**src/rtl/spi_pkg.sv**
```systemverilog
// spi_pkg: shared widths, idle word and FSM states
// for the SPI mode-0 target (spi_slave).
package spi_pkg;

  localparam int SPI_DATA_W = 8;

  localparam logic [7:0] SPI_IDLE_WORD = 8'h00;

  typedef enum logic [1:0] {
    IDLE,
    LOAD,
    SHIFT
  } spi_slv_state_e;

  function automatic int cnt_w(input int w);
    return (w <= 2) ? 1 : $clog2(w);
  endfunction

endpackage

```
**src/rtl/spi_pin_sync.sv**
```systemverilog
// spi_pin_sync: 2-FF synchroniser + edge register for one async pin.
// Ports: clk, rst (async, active-low), pin -> lvl, rise, fall (1-clk pulses).
module spi_pin_sync
  import spi_pkg::*;
#(
  parameter logic RST_VAL = 1'b0
) (
  input  logic clk,
  input  logic rst,
  input  logic pin,
  output logic lvl,
  output logic rise,
  output logic fall
);

  logic s1;
  logic s2;
  logic s3;

  always_ff @(posedge clk or negedge rst) begin
    if (!rst) begin
      s1 <= RST_VAL;
      s2 <= RST_VAL;
      s3 <= RST_VAL;
    end else begin
      s1 <= pin;
      s2 <= s1;
      s3 <= s2;
    end
  end

  assign lvl  = s2;
  assign rise = s2 & ~s3;
  assign fall = ~s2 & s3;

endmodule

```
**src/rtl/spi_slave.sv**
```systemverilog
// spi_slave: SPI mode-0 target, MSB first, oversampled by clk.
// Ports: clk, rst (async, active-low); SCLK/MOSI/SS_n in, MISO/miso_oe out;
//   tx_data/tx_valid/tx_ready (1-entry holding reg);
//   rx_data/rx_valid, busy, tx_underrun.
// Option: SPI_SLAVE_ECHO_EN -> underrun words echo last rx_data.
module spi_slave
  import spi_pkg::*;
#(
  parameter int DATA_W = SPI_DATA_W,
  parameter logic [DATA_W-1:0] IDLE_WORD =
    DATA_W'(SPI_IDLE_WORD)
) (
  input  logic              clk,
  input  logic              rst,
  input  logic              SCLK,
  input  logic              MOSI,
  input  logic              SS_n,
  output logic              MISO,
  output logic              miso_oe,
  input  logic [DATA_W-1:0] tx_data,
  input  logic              tx_valid,
  output logic              tx_ready,
  output logic [DATA_W-1:0] rx_data,
  output logic              rx_valid,
  output logic              busy,
  output logic              tx_underrun
);

  localparam int CW = cnt_w(DATA_W);
  localparam logic [CW-1:0] LAST =
    CW'(DATA_W - 1);

  spi_slv_state_e state;
  spi_slv_state_e state_nx;

  logic sclk_lvl;
  logic sclk_rise;
  logic sclk_fall;
  logic mosi_lvl;
  logic mosi_rise;
  logic mosi_fall;
  logic ss_lvl;
  logic ss_rise;
  logic ss_fall;

  logic [CW-1:0]     bit_cnt;
  logic [DATA_W-2:0] rx_sh;
  logic [DATA_W-2:0] tx_sh;
  logic [DATA_W-1:0] hold;
  logic              hold_full;
  logic [DATA_W-1:0] fill;
  logic [DATA_W-1:0] tx_word;
  logic              capture;
  logic              reload;
  logic              unused_ok;

  spi_pin_sync #(.RST_VAL(1'b0)) u_sclk (
    .clk  (clk),
    .rst  (rst),
    .pin  (SCLK),
    .lvl  (sclk_lvl),
    .rise (sclk_rise),
    .fall (sclk_fall)
  );

  spi_pin_sync #(.RST_VAL(1'b0)) u_mosi (
    .clk  (clk),
    .rst  (rst),
    .pin  (MOSI),
    .lvl  (mosi_lvl),
    .rise (mosi_rise),
    .fall (mosi_fall)
  );

  // SS_n idles high, so its synchroniser resets high
  spi_pin_sync #(.RST_VAL(1'b1)) u_ss (
    .clk  (clk),
    .rst  (rst),
    .pin  (SS_n),
    .lvl  (ss_lvl),
    .rise (ss_rise),
    .fall (ss_fall)
  );

  assign unused_ok =
    ^{sclk_lvl, mosi_rise, mosi_fall};

`ifdef SPI_SLAVE_ECHO_EN
  assign fill = rx_data;
`else
  assign fill = IDLE_WORD;
`endif

  assign busy     = ~ss_lvl;
  assign tx_ready = ~hold_full;
  assign capture  = tx_valid & ~hold_full;
  assign tx_word  = hold_full ? hold : fill;

  // word start: LOAD, or the SCLK fall that
  // closes a word; deselect always wins
  assign reload = ~ss_rise & (
    (state == LOAD) |
    ((state == SHIFT) & sclk_fall &
     (bit_cnt == '0)));

  always_ff @(posedge clk or negedge rst) begin
    if (!rst) begin
      state <= IDLE;
    end else begin
      state <= state_nx;
    end
  end

  always_comb begin
    state_nx = state;
    unique case (state)
      IDLE: begin
        if (ss_fall) begin
          state_nx = LOAD;
        end
      end
      LOAD: begin
        state_nx = ss_rise ? IDLE : SHIFT;
      end
      SHIFT: begin
        if (ss_rise) begin
          state_nx = IDLE;
        end
      end
      default: begin
        state_nx = IDLE;
      end
    endcase
  end

  always_ff @(posedge clk or negedge rst) begin
    if (!rst) begin
      hold      <= '0;
      hold_full <= 1'b0;
    end else if (capture) begin
      // new word stays held even if a
      // reload happens in the same clk
      hold      <= tx_data;
      hold_full <= 1'b1;
    end else if (reload) begin
      hold_full <= 1'b0;
    end
  end

  always_ff @(posedge clk or negedge rst) begin
    if (!rst) begin
      MISO        <= 1'b0;
      miso_oe     <= 1'b0;
      bit_cnt     <= '0;
      rx_sh       <= '0;
      tx_sh       <= '0;
      rx_data     <= '0;
      rx_valid    <= 1'b0;
      tx_underrun <= 1'b0;
    end else begin
      rx_valid    <= 1'b0;
      tx_underrun <= 1'b0;
      if (ss_rise) begin
        MISO    <= 1'b0;
        miso_oe <= 1'b0;
        bit_cnt <= '0;
      end else if (reload) begin
        tx_sh       <= tx_word[DATA_W-2:0];
        MISO        <= tx_word[DATA_W-1];
        miso_oe     <= 1'b1;
        tx_underrun <= ~hold_full;
      end else begin
        unique case (state)
          IDLE: begin
            MISO    <= 1'b0;
            miso_oe <= 1'b0;
            bit_cnt <= '0;
          end
          SHIFT: begin
            if (sclk_rise) begin
              rx_sh <= {rx_sh[DATA_W-3:0],
                        mosi_lvl};
              if (bit_cnt == LAST) begin
                rx_data  <= {rx_sh, mosi_lvl};
                rx_valid <= 1'b1;
                bit_cnt  <= '0;
              end else begin
                bit_cnt <= bit_cnt + 1'b1;
              end
            end else if (sclk_fall) begin
              MISO  <= tx_sh[DATA_W-2];
              tx_sh <= {tx_sh[DATA_W-3:0],
                        1'b0};
            end
          end
          default: begin
          end
        endcase
      end
    end
  end

endmodule

```
**config.mk**
```make
export PLATFORM = sky130hd
export DESIGN_NAME = spi_slave
export DESIGN_NICKNAME = d
export VERILOG_FILES = /design/src/rtl/spi_pkg.sv /design/src/rtl/spi_pin_sync.sv /design/src/rtl/spi_slave.sv
export SDC_FILE = /design/constraint.sdc
export NUM_CORES = 1
export LEC_CHECK = 0
export CAP_MARGIN = 20
export CORE_AREA = 3 3 60 76
export CTS_BUF_LIST = sky130_fd_sc_hd__clkbuf_4
export DETAILED_ROUTE_END_ITERATION = 8
export DIE_AREA = 0 0 63 79
export PLACE_DENSITY = 0.72
export SLEW_MARGIN = 20
export SYNTH_ARGS = -nofsm -noshare
export SYNTH_HDL_FRONTEND = slang
export SYNTH_SLANG_ARGS = --single-unit
```
**constraint.sdc**
```tcl
create_clock -name clk -period 1.7 [get_ports clk]
set_input_delay 0.17 -clock clk [delete_from_list [all_inputs] [get_ports clk]]
set_output_delay 0.17 -clock clk [all_outputs]
set_load 0.05 [all_outputs]
```
* Yosys cells after proc, flatten, opt, wreduce, memory -nomap -nowiden *
Index checks and enable logic that the tools add are counted.
Widths: inputs -> output; s select.

word-level totals
  register bits = 48
  bits of input ports = 14
  memories kept = 0
  bits in latches = 0
  ROM bits = 0
  RAM bits = 0

cells by class
  div/mod/pow operators = 0
  muxes and demuxes = 31
  shift-type cells = 0
  add/sub/neg operators = 1
  eq/ne operators = 10
  reductions and logical operators = 14
  bitwise logic cells = 16
  multiply operators = 0
  magnitude comparators = 0

operator list
  cell                 number
  $mux 7               4
  $mux 1               16
  $mux 3               4
  $and 1x1->1          8
  $mux 8               1
  $ne 4x4->1 const B   2
  $reduce_and 4->1     2
  $not 1->1            7
  $mux 2               3
  $ne 2x2->1 const B   3
  $pmux 2 s3           1
  $pmux 3 s2           1
  $reduce_and 3->1     2
  $reduce_bool 2->1    3
  $reduce_bool 3->1    2
  $reduce_and 5->1     1
  $reduce_bool 4->1    1
  $add 3x1->3 const B  1
  $eq 3x3->1 const B   1
  $logic_not 3->1      1
  $ne 3x3->1 const B   1
  $eq 2x1->1 const B   1
  $eq 2x2->1 const B   1
  $logic_not 2->1      1
  4 further kinds      4

* Depth between registers and ports, before layout *
  depth after elaboration = 8
  mapped depth = 6
  gate-level depth less buffers = 6

* Modules after synthesis *
Synthesis repeated with hierarchy kept, for this count alone.

unflattened totals
  cells, all modules = 159
  area total of the unflattened synthesis = 2093.3 sq um

modules (own cells, without submodules)
  module                     times used  sequential area each (sq um)  area each (sq um)  cells each
  spi_slave                  1           1001.0                        1819.2             144
  spi_pin_sync (u_mosi ...)  2           75.1                          90.1               5
  spi_pin_sync (u_ss)        1           78.8                          93.8               5

* Least setup slack after synthesis *
OpenSTA, ideal clock, no wires.

  path type = reg-to-reg
  from = register u_ss.s3
  to = register rx_data[0]
  data arrival time = 1.537 ns
  setup time = 0.125 ns
  data required time = 1.575 ns
  path slack = 0.039 ns
  stages on the path, launching flop included = 5
  cells stage by stage = dfstp_2 > and2b_1 > nor3_4 > nand2_4 > mux2_2

on the way
  cells in the longest elaborated chain, start to end = 6

ends and longest elaborated chain
  what                            line                RTL
  start, declared                 spi_pin_sync.sv:18  logic s3;
  start signal, assigned          spi_pin_sync.sv:24  s3 <= RST_VAL;
  start signal, assigned          spi_pin_sync.sv:28  s3 <= s2;
  $not 1->1 (*)                   spi_pin_sync.sv:33  assign rise = s2 & ~s3;
  $and 1x1->1 (*)                 spi_pin_sync.sv:33
  $not 1->1 (no line) (*)         n/a
  $and 1x1->1                     spi_slave.sv:101    assign reload = ~ss_rise & (
  $not 1->1 (no line)             n/a
  $reduce_and 5->1 (no line) (*)  n/a
  end signal, assigned            spi_slave.sv:184    rx_data <= {rx_sh, mosi_lvl};
  end, declared                   spi_slave.sv:23     output logic [DATA_W-1:0] rx_data,

Mark *: on every way between the ends. The rest lies on a longest branch, timed or not.
A chain may end at the register's enable or synchronous reset.

* Final worst setup path *
  from = register u_ss.s3
  to = register rx_sh[1]

on the way
  cells in the longest elaborated chain, start to end = 6

ends and longest elaborated chain
  what                            line                RTL
  $not 1->1 (*)                   spi_pin_sync.sv:33
  $and 1x1->1 (*)                 spi_pin_sync.sv:33
  $not 1->1 (no line) (*)         n/a
  $and 1x1->1                     spi_slave.sv:101
  $not 1->1 (no line)             n/a
  $reduce_and 4->1 (no line) (*)  n/a
  end signal, assigned            spi_slave.sv:181    rx_sh <= {rx_sh[DATA_W-3:0],
  end, declared                   spi_slave.sv:47     logic [DATA_W-2:0] rx_sh;

Marks and branches as above.

==> results.yml <==
layout:
  nets_final: 204
  antenna_cells_inserted: 0
  final_layout_size_suffix_gt1_share_pct: 28.2
  layout-area-overhead-vs-synth_pct: 25.3
  nFillCells: 305
global_route:
  via_count_of_the_first_global_routing_pass: 1268
  grt_start_max_net_pins: 31
  wire_length_of_the_first_global_routing_pass_um: 5800
  grtUsageTotal_pct: 14.9
  initial_antenna_violation_count: 0
  grt_overflow: 0
floorplan:
  die-width_um: 63
  floorplan.initialDensity_pct: 49.7
  pin_count: 28
  fp.dieArea_mm2: 0.00498
  fp-row-count: 25
  coreArea_mm2: 0.00385
  die_height_um: 79
clocking:
  cts.sink_count: 48
  ctsLongestPathBuffers: 2
  h-tree-depth: 2
  latest_clock_arrival_within_the_worst_skew_pair_ns: 0.36
  clkSlewWorstSetupHoldPaths_ns: 0.12
  tritoncts.num_buffers: 5
  cts_tree: "yes"
  cts_root_buffer: "sky130_fd_sc_hd__clkbuf_4"
synth:
  synth_sequential_area_ratio_pct: 63.0
  async_reset_ff_share_pct: 100
  netlist_instances: 145
  most_common_flop_cell_mapped_by_yosys: "sky130_fd_sc_hd__dfrtp_1"
  yosysWarnings: 0
  post_synth_instance_area_mm2: 0.00191
  postSynthRegisterBits: 48
  ys_types: 29
  post_synth.cell_area_avg_um2: 13.2
  synth_area_leaders: "sky130_fd_sc_hd__dfrtp_1 59%, sky130_fd_sc_hd__mux2_2 14%, sky130_fd_sc_hd__dfstp_2 4.1%"
  synthDominantAreaCellType: "sky130_fd_sc_hd__dfrtp_1"
  yosysTopAreaCellShare_pct: 58.9
  postSynthNetCount: 162
  synth_enable_flop_cells: 0
sta:
  minimum_hold_slack_ns: 0.214
  fmax_ghz: 0.619
  post-route-min-period_ns: 1.62
  tightestPinTransition_ns: 0.503
  timing_max_transition_violations_final: 0
  slew-limit-headroom_pct: 66.4
  timing_hold_violations_final: 0
  setup_ws_ns: 0.0835
  fin_worst_skew_ns: 0.0178
  finalSetupViolCount: 0
  post-route-period-util_pct: 95.1
routing:
  route.antenna.remaining_nets: 0
  drt_pass1_iterations: 4
  drt_first_iter_violations: 35
  wirelength_routed_um: 3410
  wl_per_cell_um: 14.1
  num_vias: 1271
  post_dr_vias_cell: 5.25
  route.detailed.drc: 0
job:
  max_cap_check_violation_count: 0
min_path:
  worstHoldPathCells: 1
  hold_path.class: "in2reg"
  holdPathEnd: "u_ss.s1"
  min_from: "SS_n"
worst_setup_path:
  worst_r2r_startpoint: "u_ss.s3"
  critPathKind: "reg2reg"
  timing.reg2reg.worst_path_depth: 4
  regToRegSetupSlack_ns: 0.08
  critPathCaptureType: "flop"
  worstSetupPathDepth: 4
  crit_path_max_incr_delay_ns: 0.55
  critical_path_data_required_time_ns: 1.95
  crit_fanout: 7
  critical_path.startpoint_type: "flop"
  path_delay_family: "flip-flops"
  crit_path_cell_trace: "and2b_1 -> nor3_4 -> buf_4 -> mux2_2"
  critical_path.slowest_cell: "sky130_fd_sc_hd__dfstp_2"
  r2r_end: "rx_sh[1]"
  worst_path_buf_inv: 1
  worst_ep_arrival_time_ns: 1.87
placed_design:
  place_ws_ns: 0.0269
  final_weighted_congestion_in_routability_driven_placement: 0.767
  portBuffers: 27
  detailedPlacementHpwl_um: 2540
pwr:
  power_density_mw_per_mm2: 1170
  p_leak_nw: 1.20
  max_ir_drop_vdd_v: 0.000784
outcome:
  status: "completed"
==> kinds of logic after synthesis <==
kind of cell / synth area share, %
AO/OA/AOI/OAI: 8.12
adder cells (fa/ha/maj): 1.96
buffers and inverters: 2.49
multiplexers: 14.7
flip-flops: 63.0
AND/OR/NAND/NOR: 9.75
==> power by group <==
| group | switching (W) | total, W | internal, W |
|---|---|---|---|
| combinational | 0.000342 | 0.000691 | 0.000348 |
| sequential | 0.000188 | 0.00159 | 0.00140 |
| clock | 0.000350 | 0.000526 | 0.000177 |
==> worst reg2reg max path, cell delays in order, from the launching register on <==
cell                      delay [ns]
sky130_fd_sc_hd__dfstp_2        0.55
sky130_fd_sc_hd__and2b_1        0.22
sky130_fd_sc_hd__nor3_4         0.21
sky130_fd_sc_hd__buf_4          0.21
sky130_fd_sc_hd__mux2_2         0.33
==> cells in the mapped netlist, types with 3 or more instances <==
| cell | n |
|---|---|
| sky130_fd_sc_hd__nand2_1 | 5 |
| sky130_fd_sc_hd__nand4_1 | 6 |
| sky130_fd_sc_hd__nand2b_1 | 5 |
| sky130_fd_sc_hd__ha_1 | 3 |
| sky130_fd_sc_hd__inv_1 | 7 |
| sky130_fd_sc_hd__dfstp_2 | 3 |
| sky130_fd_sc_hd__nor2_1 | 10 |
| sky130_fd_sc_hd__dfrtp_1 | 45 |
| sky130_fd_sc_hd__o21ai_0 | 6 |
| sky130_fd_sc_hd__a21oi_1 | 5 |
| sky130_fd_sc_hd__mux2_2 | 24 |
| sky130_fd_sc_hd__a31oi_1 | 6 |
==> worst max path at each step <==
| stage | startpoint | to | slack, ns |
|---|---|---|---|
| floorplan | u_ss.s3 | rx_data[0] | 0.04 |
| global placement | u_ss.s3 | rx_sh[4] | 0.08 |
| detailed placement | u_ss.s3 | rx_sh[6] | 0.03 |
| CTS | rx_data[3] | rx_data[3] | 0.0003 |
| global route | state[0] | rx_sh[1] | -0.006 |
| finish | u_ss.s3 | rx_sh[1] | 0.08 |
==> stage by stage <==
stage                     area [µm²]  power, W  util (%)  setup TNS [ns]  cells
after detailed placement        2300   0.00230      59.9               0    231
final                           2390   0.00281      62.2               0    242
after global routing            2390   0.00300      62.2        -0.00676    242
after CTS                       2360   0.00282      61.4               0    240
after global placement          2300   0.00226      59.9               0    231
after floorplan                 1910   0.00205         -               0    145
==> metal layers <==
metal | global-route usage [%] | part of all wire (%) | vias up
met3 | 4.10 | 4.3 | 5
met4 | 4.64 | 1.4 | 0
li1 | - | - | 602
met2 | 25.1 | 50 | 34
met5 | 0 | 0 | -
met1 | 18.8 | 44 | 630
==> flip-flops by register name, indices dropped and copies added (netlist names) <==
register / cells
MISO: 1
bit_cnt: 3
hold: 8
hold_full: 1
miso_oe: 1
rx_data: 8
rx_sh: 7
rx_valid: 1
state: 2
tx_sh: 7
tx_underrun: 1
u_mosi.lvl: 1
u_mosi.s1: 1
u_sclk.lvl: 1
u_sclk.s1: 1
u_sclk.s3: 1
u_ss.lvl: 1
u_ss.s1: 1
u_ss.s3: 1
==> cells in the final DEF, fill, tap and decap left out, types with 5 or more instances in the layout <==
master and instances:
sky130_fd_sc_hd__a31oi_1 6, sky130_fd_sc_hd__dlygate4sd2_1 8, sky130_fd_sc_hd__nor2_1 10, sky130_fd_sc_hd__buf_4 12
sky130_fd_sc_hd__mux2_2 24, sky130_fd_sc_hd__nand2b_1 5, sky130_fd_sc_hd__nand2_1 5, sky130_fd_sc_hd__clkbuf_4 6
sky130_fd_sc_hd__clkdlybuf4s50_1 12, sky130_fd_sc_hd__dfrtp_1 45, sky130_fd_sc_hd__o21ai_0 6, sky130_fd_sc_hd__nand4_1 6
sky130_fd_sc_hd__inv_1 7
==> layout make-up <==
type | count | area, µm² | share of cell area, %
multi-input cells | 85 | 663 | 27.7
clock inverters | 2 | 12.5 | 0.522
well taps | 54 | 67.6 | 2.82
clock buffers | 6 | 45.0 | 1.88
flip-flops and latches | 48 | 1200 | 50.3
repair buffers | 40 | 375 | 15.7
inverters | 7 | 26.3 | 1.10
==> what timing repair did <==
action,4_1_cts,5_1_grt
setup endpoints to repair,8,14
gates cloned,0,1
hold buffers,1,0
buffers inserted,0,1
pin swaps,0,1
gates resized for setup,8,5
endpoints found under the hold margin,18,0
Power figures use the tool's default switching activity.
